==> src/rtl/jtopl_mmr_wr.sv <==
// CPU-side register write decoder: latches the OPL address/data ports, decodes data writes
// into operator/channel strobes and captures the global timer/rhythm/CSM registers.
module jtopl_mmr_wr #(
  parameter int OPL_TYPE = 1
) (
  input  logic       clk,
  input  logic       rst,
  input  logic       cen,
  input  logic [7:0] din,
  input  logic       addr,
  input  logic       cs_n,
  input  logic       wr_n,
  output logic       write,
  output logic [7:0] dout,
  output logic [1:0] sel_group,
  output logic [2:0] sel_sub,
  output logic       up_mult,
  output logic       up_ksl_tl,
  output logic       up_ar_dr,
  output logic       up_sl_rr,
  output logic       up_wav,
  output logic       up_fnumlo,
  output logic       up_fnumhi,
  output logic       up_fbcon,
  output logic       wave_mode,
  output logic       csm,
  output logic       note_sel,
  output logic [7:0] value_A,
  output logic [7:0] value_B,
  output logic       load_A,
  output logic       load_B,
  output logic       flagen_A,
  output logic       flagen_B,
  output logic       clr_flag,
  output logic       am_dep,
  output logic       vib_dep,
  output logic       rhy_en,
  output logic [4:0] rhy_kon,
  output logic       busy
);

  localparam logic [4:0] SLOT_COUNT = 5'd18;

  logic       we, we_l, we_rise;
  logic [7:0] addr_q;
  logic [4:0] busy_cnt;

  // Strobe vector order: mult, ksl_tl, ar_dr, sl_rr, wav, fnumlo, fnumhi, fbcon
  logic [7:0] up_q, dec_up;
  logic [1:0] dec_group;
  logic [2:0] dec_sub;
  logic       op_ok, ch_ok;
  logic       data_wr;

  assign we      = ~cs_n & ~wr_n;
  assign we_rise = we & ~we_l;
  assign data_wr = we_rise & addr;

  assign op_ok = (addr_q[4:3] != 2'd3) && (addr_q[2:0] < 3'd6);
  assign ch_ok = addr_q[3:0] < 4'd9;

  // NOTE: every variable gets a default at the top of always_comb so no path can infer a latch.
  always_comb begin
    dec_up    = '0;
    dec_group = addr_q[4:3];
    dec_sub   = addr_q[2:0];
    case (addr_q[7:5])
      3'd1: dec_up[7] = op_ok;
      3'd2: dec_up[6] = op_ok;
      3'd3: dec_up[5] = op_ok;
      3'd4: dec_up[4] = op_ok;
      3'd7: dec_up[3] = op_ok && (OPL_TYPE != 1);
      default: ;
    endcase
    case (addr_q[7:4])
      4'hA: dec_up[2] = ch_ok;
      4'hB: dec_up[1] = ch_ok;
      4'hC: dec_up[0] = ch_ok;
      default: ;
    endcase
    if (addr_q[7:4] inside {4'hA, 4'hB, 4'hC}) begin
      case (addr_q[3:0])
        4'd0, 4'd1, 4'd2: dec_group = 2'd0;
        4'd3, 4'd4, 4'd5: dec_group = 2'd1;
        default:          dec_group = 2'd2;
      endcase
      case (addr_q[3:0])
        4'd0, 4'd3, 4'd6: dec_sub = 3'd0;
        4'd1, 4'd4, 4'd7: dec_sub = 3'd1;
        default:          dec_sub = 3'd2;
      endcase
    end
  end

  // NOTE: sequential state uses non-blocking assignments so every register samples pre-edge values.
  always_ff @(posedge clk) begin
    if (rst) begin
      we_l      <= 1'b0;
      addr_q    <= 8'h00;
      write     <= 1'b0;
      dout      <= 8'h00;
      sel_group <= 2'd0;
      sel_sub   <= 3'd0;
      up_q      <= '0;
      wave_mode <= 1'b0;
      csm       <= 1'b0;
      note_sel  <= 1'b0;
      value_A   <= 8'h00;
      value_B   <= 8'h00;
      load_A    <= 1'b0;
      load_B    <= 1'b0;
      flagen_A  <= 1'b1;
      flagen_B  <= 1'b1;
      clr_flag  <= 1'b0;
      am_dep    <= 1'b0;
      vib_dep   <= 1'b0;
      rhy_en    <= 1'b0;
      rhy_kon   <= 5'd0;
      busy_cnt  <= 5'd0;
      busy      <= 1'b0;
    end else begin
      we_l     <= we;
      write    <= data_wr;
      clr_flag <= 1'b0;
      if (we_rise && !addr) addr_q <= din;
      if (data_wr) begin
        dout     <= din;
        up_q     <= dec_up;
        busy_cnt <= SLOT_COUNT;
        busy     <= 1'b1;
        if (dec_up != '0) begin
          sel_group <= dec_group;
          sel_sub   <= dec_sub;
        end
        case (addr_q)
          8'h01: wave_mode <= (OPL_TYPE != 1) & din[5];
          8'h02: value_A <= din;
          8'h03: value_B <= din;
          8'h04: begin
            if (din[7]) clr_flag <= 1'b1;
            else begin
              load_A   <= din[0];
              load_B   <= din[1];
              flagen_A <= ~din[6];
              flagen_B <= ~din[5];
            end
          end
          8'h08: {csm, note_sel} <= din[7:6];
          8'hBD: {am_dep, vib_dep, rhy_en, rhy_kon} <= din;
          default: ;
        endcase
      end else if (cen && busy_cnt != 5'd0) begin
        busy_cnt <= busy_cnt - 5'd1;
        busy     <= (busy_cnt != 5'd1);
      end
    end
  end

  assign {up_mult, up_ksl_tl, up_ar_dr, up_sl_rr, up_wav, up_fnumlo, up_fnumhi, up_fbcon} = up_q;

endmodule

==> config.mk <==
export PLATFORM = sky130hd
export DESIGN_NAME = jtopl_mmr_wr
export DESIGN_NICKNAME = d
export VERILOG_FILES = /design/src/rtl/jtopl_mmr_wr.sv
export SDC_FILE = /design/constraint.sdc
export NUM_CORES = 1
export LEC_CHECK = 0
export CAP_MARGIN = 20
export CORE_ASPECT_RATIO = 0.6
export CORE_MARGIN = 2
export CORE_UTILIZATION = 40
export CTS_BUF_LIST = sky130_fd_sc_hd__clkbuf_4
export DETAILED_ROUTE_END_ITERATION = 7
export HOLD_SLACK_MARGIN = 0.06
export PLACE_DENSITY = 0.66
export SYNTH_ARGS = -nofsm -noshare
export SYNTH_HDL_FRONTEND = slang
export SYNTH_SLANG_ARGS = --single-unit
==> constraint.sdc <==
create_clock -name clk -period 2.75 [get_ports clk]
set_input_delay 0.275 -clock clk [delete_from_list [all_inputs] [get_ports clk]]
set_output_delay 0.275 -clock clk [all_outputs]
set_load 0.01 [all_outputs]
==> results of run 1 <==
==> final timing paths <==
kind	startpoint	endpoint	slack, ns	depth (start not counted)
worst max-delay path	addr_q[4]$_SDFFE_PP0P_	flagen_B$_SDFFE_PP1P_	0.39	4
worst min-delay path	up_q[4]$_SDFFE_PP0P_	up_q[4]$_SDFFE_PP0P_	0.47	2
worst max register to register	addr_q[4]$_SDFFE_PP0P_	flagen_B$_SDFFE_PP1P_	0.39	4
worst min register to register	up_q[4]$_SDFFE_PP0P_	up_q[4]$_SDFFE_PP0P_	0.47	2
==> power breakdown <==
part,switching [uW],leakage (uW),internal [uW]
Combinational,162,0.000811,150
Sequential,38.6,0.000542,1010
Clock,382,0.0000765,283
==> area by class of cell <==
type / count / area [sq um] / share of cell area (%)
clock buffer: 9 / 67.6 / 1.75
clock inverter: 7 / 77.6 / 2.01
inverter: 6 / 22.5 / 0.583
multi-input combinational: 223 / 1510 / 39.2
sequential: 67 / 1340 / 34.7
tap: 104 / 130 / 3.37
timing repair buffer: 73 / 708 / 18.3
==> cell usage after synthesis (2+ instances only) <==
cell and instances:
ha_1 3, xor2_1 2, a21oi_1 24, nor2_1 30
or2_2 3, a32oi_1 3, nor3_1 9, clkbuf_1 19
mux2_2 4, nand2b_1 29, dfxtp_1 67, nand4b_1 2
nand3b_1 5, nor4_4 2, mux2i_1 35, buf_4 2
or4b_4 2, nor2b_1 3, a31oi_1 2, nor3b_1 2
nand3_1 6, inv_1 6, or3b_2 2, and3_1 2
a21o_1 2, or4b_2 2, nor4_1 4, o21ai_0 4
nand2_1 23
==> worst min-delay path: cells and delay by family, from the launching register on <==
kind,cells,cell delay [ns]
AO/OA/AOI/OAI,1,0.05
AND/OR/NAND/NOR,1,0.05
flip-flops,1,0.33
==> stage by stage <==
step                      total power [uW]  hold slack (ns)  utilization, %  instances  setup slack (ns)
after floorplan                       1280            0.352               -        320             0.556
after global placement                1370            0.445            51.3        473             0.336
after detailed placement              1380            0.447            51.3        473             0.240
after CTS                             2050            0.473            53.4        489             0.378
after global routing                  2130            0.496            53.4        489             0.284
final                                 2020            0.467            53.4        489             0.390
==> sequential cells by signal, summed over array words and instances, names as in the netlist, 2 cells and up <==
register   count
addr_q         8
busy_cnt       5
dout           8
rhy_kon        5
sel_group      2
sel_sub        3
up_q           7
value_A        8
value_B        8
==> cell families (layout without fill, tap and decap cells) <==
family,after synthesis,in the layout,synth area share [%]
buffers and inverters,30,95,4.34
AOI/OAI and AO/OA,44,44,9.06
DFF,67,67,45.2
xor gates and xnor gates,3,3,0.885
and+or+nand+nor,132,132,25.8
muxes,39,39,13.3
adders and majority gates,3,3,1.26
other,1,2,0.126
==> per-layer routing <==
metal  global-route usage (%)  wire length, um
met5                        0                0
met2                     26.1             3010
met4                     3.21               71
met3                     8.14              575
met1                     27.4             3670
==> results.yml, run 1 <==
layout:
  diodes: 0
  finalInstanceArea_sq_um: 3860
  layout.nets: 397
  final_cell_mix: "67 x dfxtp_1, 65 x clkdlybuf4s50_1, 35 x mux2i_1"
  fillers: 670
  drive_above_1_share_pct: 11.4
  layout_commonest_cell: "dfxtp_1"
  area_growth_pct: 30.1
die:
  fp.dieW_um: 115
  fp.dieH_um: 70.7
  start_util_pct: 41.0
  die_area_sq_um: 8150
  fp-row-count: 24
  core_area_sq_um: 7240
  ioPinCount: 69
placement:
  dpl-instance-area_sq_um: 3720
  dp_hpwl_mm: 4.97
  routabilityCongestion: 0.775
  portBuffers: 66
clock_network:
  clock_path_buffers: 2
  cts_root_buf: "clkbuf_4"
  cts.repair.resized: 0
  cts.sinks: 67
  cts_hold_buf: 0
  cts.clk_slew.worst_paths_ns: 0.12
  insertion_delay_ns: 0.43
  postCtsSetupBuffers: 0
  tritoncts: "yes"
  cts_htree_levels: 3
  cts_buffers: 9
synth:
  yosys_warnings: 0
  synth-seq-cells: 67
  ys.flop_type: "dfxtp_1"
  ys_types: 49
  syn_inst: 319
  yosysTopAreaCellShare_pct: 45.2
  ys_async_sr_fraction_pct: 0
  synth_area_leader_cell: "dfxtp_1"
  synth-seq-area-share_pct: 45.2
  synth_edf_count: 0
  ys_top_cells_by_area: "dfxtp_1 45%, mux2i_1 12%, nand2b_1 6.1%, a21oi_1 4.0%, nor2_1 3.8%"
  synth.cell_area_sq_um: 2970
  syn_avg_cell_area_sq_um: 9.30
worst_setup_path:
  critPathMaxFanout: 8
  crit_required_ns: 3.07
  slowest_stage: "or4_4"
  critPathTopFamily: "simple AND/OR/NAND/NOR gates"
  crit_chain: "or4_4 -> or4b_4 -> nor4_4 -> mux2_2"
  cp-end-kind: "flip-flop"
  worstPathArrival_ns: 2.68
  crit_type: "reg2reg"
  path_buf_inv: 0
  slowest_delay_ns: 0.59
  cp-start-kind: "flip-flop"
min_path:
  hold_path.class: "reg2reg"
detailed_routing:
  routed_via_density: 5.05
  wl_mm: 7.33
  wl_per_cell_um: 15.0
  drc: 0
  drt_iter0_markers: 122
  dr_total_vias: 2469
  dr.pass1.iters: 4
  ant_nets: 0
power_and_ir_drop:
  p_leak_uw: 0.00143
  power_per_cell_area_nw_per_um2: 524
  ir_drop_mv: 0.207
sta:
  maxSlewViolCount: 0
  post-route-period-util_pct: 85.8
  hold_viol_final: 0
  worst_clock_skew_ns: 0.0209
  finalSetupViolations: 0
  fmax_mhz: 424
  slew_headroom_pct: 32.0
  worst-slew-pin-transition_ns: 1.02
  period_needed_ns: 2.36
  rsz0062_at_grt: "no"
  fin_setup_tns_ns: 0
run:
  drv_cap: 0
global_routing:
  overflow: 0
  grt_usage_pct: 18.8
  grt_max_degree: 66
  antenna_found_initial: 0
  grt_pass1_wl_mm: 11.9
  first_global_vias: 2288
run_status:
  outcome: "completed"
(Power assumes the default switching activity.)
==> inputs of run 2 (changes only) <==
- clock period: 2.75 -> 2.7 ns (I/O delays scaled with it)
==> run 2 against run 1 <==
  * Fmax increased by 0.53%
  * Via count fell by 3.0%
  * Sequential power about the same
  * Core utilization increased by 0.55 points
  * Register-to-register slack worse by 0.04 ns
  * Worst setup slack lost 0.038 ns
  * Hold slack got worse by 0.26 ns
  * Combinational power grew 1%
  * Cell count up 0.20%
  * First-iteration DRC count down 2.5%
  * Design area up 1.0%
  * Critical path type unchanged
  * Critical endpoint is now flagen_A$_SDFFE_PP1P_
  * Highest routed layer unchanged
==> results.yml, run 2 (synthesized netlist as in run 1, its figures left out) <==
power_and_ir_drop:
  p_clk_share_pct: 35.0
  power_per_cell_area_nw_per_um2: 546
  comb_power_share_pct: 14.9
  p_leak_uw: 0.00145
  power.internal_uw: 1560
  ir_drop_mv: 0.232
  sw_frac_of_total_pct: 26.9
  pwr-share-seq_pct: 50.1
  power.switching_uw: 573
die:
  core_area_sq_um: 7240
  fp-row-count: 24
  die_area_sq_um: 8150
  fp.dieW_um: 115
  ioPinCount: 69
  start_util_pct: 41.0
  fp.dieH_um: 70.7
layout:
  final_cell_mix: "67 x dfxtp_1, 65 x clkdlybuf4s50_1, 35 x mux2i_1"
  fillers: 674
  multi_input_area_sq_um: 1510
  ff_latch_area_sq_um: 1340
  area_growth_pct: 31.5
  layout.nets: 399
  layout_commonest_cell: "dfxtp_1"
  drive_above_1_share_pct: 11.7
  diodes: 0
worst_setup_path:
  slowest_stage: "or4_4"
  crit_start: "addr_q[4]$_SDFFE_PP0P_"
  cp-start-kind: "flip-flop"
  worstPathArrival_ns: 2.66
  cp.depth: 4
  cp-end-kind: "flip-flop"
  crit_end: "flagen_A$_SDFFE_PP1P_"
  critPathTopFamily: "simple AND/OR/NAND/NOR gates"
  crit_required_ns: 3.01
  critPathMaxFanout: 8
  reg2regPathDepth: 4
  regToRegStartpoint: "addr_q[4]$_SDFFE_PP0P_"
  reg2reg_slack_ns: 0.35
  crit_type: "reg2reg"
  slowest_delay_ns: 0.59
  path_buf_inv: 0
  crit_chain: "or4_4 -> or4b_4 -> nor4_4 -> mux2_2"
  reg2reg_to: "flagen_A$_SDFFE_PP1P_"
placement:
  dp_hpwl_mm: 4.90
  routabilityCongestion: 0.840
  portBuffers: 66
  preCtsSetupSlack_ns: 0.192
global_routing:
  overflow: 0
  first_global_vias: 2255
  antenna_found_initial: 0
  grt_max_degree: 70
  grt_pass1_wl_mm: 11.6
  grt_usage_pct: 18.4
clock_network:
  cts_root_buf: "clkbuf_4"
  cts_buffers: 9
  cts_htree_levels: 3
  tritoncts: "yes"
  cts.repair.resized: 0
  postCtsSetupBuffers: 0
  insertion_delay_ns: 0.43
  cts_hold_buf: 0
  clock_path_buffers: 2
  cts.sinks: 67
  cts.clk_slew.worst_paths_ns: 0.11
detailed_routing:
  wl_mm: 7.03
  dr.pass1.iters: 4
  dr_total_vias: 2395
  routed_via_density: 4.89
  wl_per_cell_um: 14.4
  drc: 0
  ant_nets: 0
  drt_iter0_markers: 119
sta:
  period_needed_ns: 2.35
  finalSetupViolations: 0
  hold_viol_final: 0
  fin_setup_tns_ns: 0
  slew_headroom_pct: 64.2
  fin_ws_ns: 0.353
  rsz0062_at_grt: "no"
  post-route-period-util_pct: 86.9
  fmax_mhz: 426
  maxSlewViolCount: 0
  worst-slew-pin-transition_ns: 0.536
  worst_hold_slack_ns: 0.203
  worst_clock_skew_ns: 0.0183
run:
  drv_cap: 0
min_path:
  hold_path.class: "in2reg"
run_status:
  outcome: "completed"
==> run 2: routing by layer <==
| metal | wire length (um) | track usage [%] |
|---|---|---|
| met5 | 0 | 0 |
| met4 | 13 | 3.61 |
| met3 | 483 | 8.65 |
| met2 | 2740 | 23.4 |
| met1 | 3800 | 27.8 |
==> run 2: area by class of cell <==
cell class / instances / area share, %
clock buffers: 9 / 1.73
clock inverters: 6 / 2.31
inverters: 6 / 0.577
multi-input cells: 223 / 38.8
flip-flops and latches: 67 / 34.4
well taps: 104 / 3.34
repair buffers: 75 / 18.9
==> run 2: worst min path at each step <==
| stage | to | startpoint | slack (ns) | cells past startpoint |
|---|---|---|---|---|
| final | addr_q[0]$_SDFFE_PP0P_ | rst | 0.20 | 2 |
| after global routing | addr_q[1]$_SDFFE_PP0P_ | rst | 0.18 | 2 |
| after CTS | dout[7]$_SDFFE_PP0P_ | dout[7]$_SDFFE_PP0P_ | 0.47 | 2 |
| after detailed placement | dout[3]$_SDFFE_PP0P_ | dout[3]$_SDFFE_PP0P_ | 0.45 | 2 |
| after global placement | dout[7]$_SDFFE_PP0P_ | dout[7]$_SDFFE_PP0P_ | 0.45 | 2 |
| after floorplan | we_l$_SDFF_PP0_ | wr_n | 0.35 | 1 |
==> run 2: through the flow <==
stage,total power [uW],area [sq um],std cells,utilization (%)
floorplan,1300,2970,320,-
detailed placement,1400,3720,474,51.5
global route,2240,3900,490,53.9
global placement,1390,3720,474,51.5
CTS,2150,3880,489,53.6
finish,2130,3900,490,53.9
==> run 2: worst reg2reg max path: stages (launching register included) <==
cell and delay, ns:
dfxtp_1 0.41, or4_4 0.59, or4b_4 0.54, nor4_4 0.32, mux2_2 0.38
==> run 2: power by group through the flow <==
stage / sequential, uW / combinational [uW] / clock, uW
after floorplan: 1080 / 223 / 0
after global placement: 1090 / 305 / 0
after detailed placement: 1090 / 311 / 0
after CTS: 1070 / 313 / 768
after global routing: 1080 / 353 / 812
final: 1070 / 316 / 746
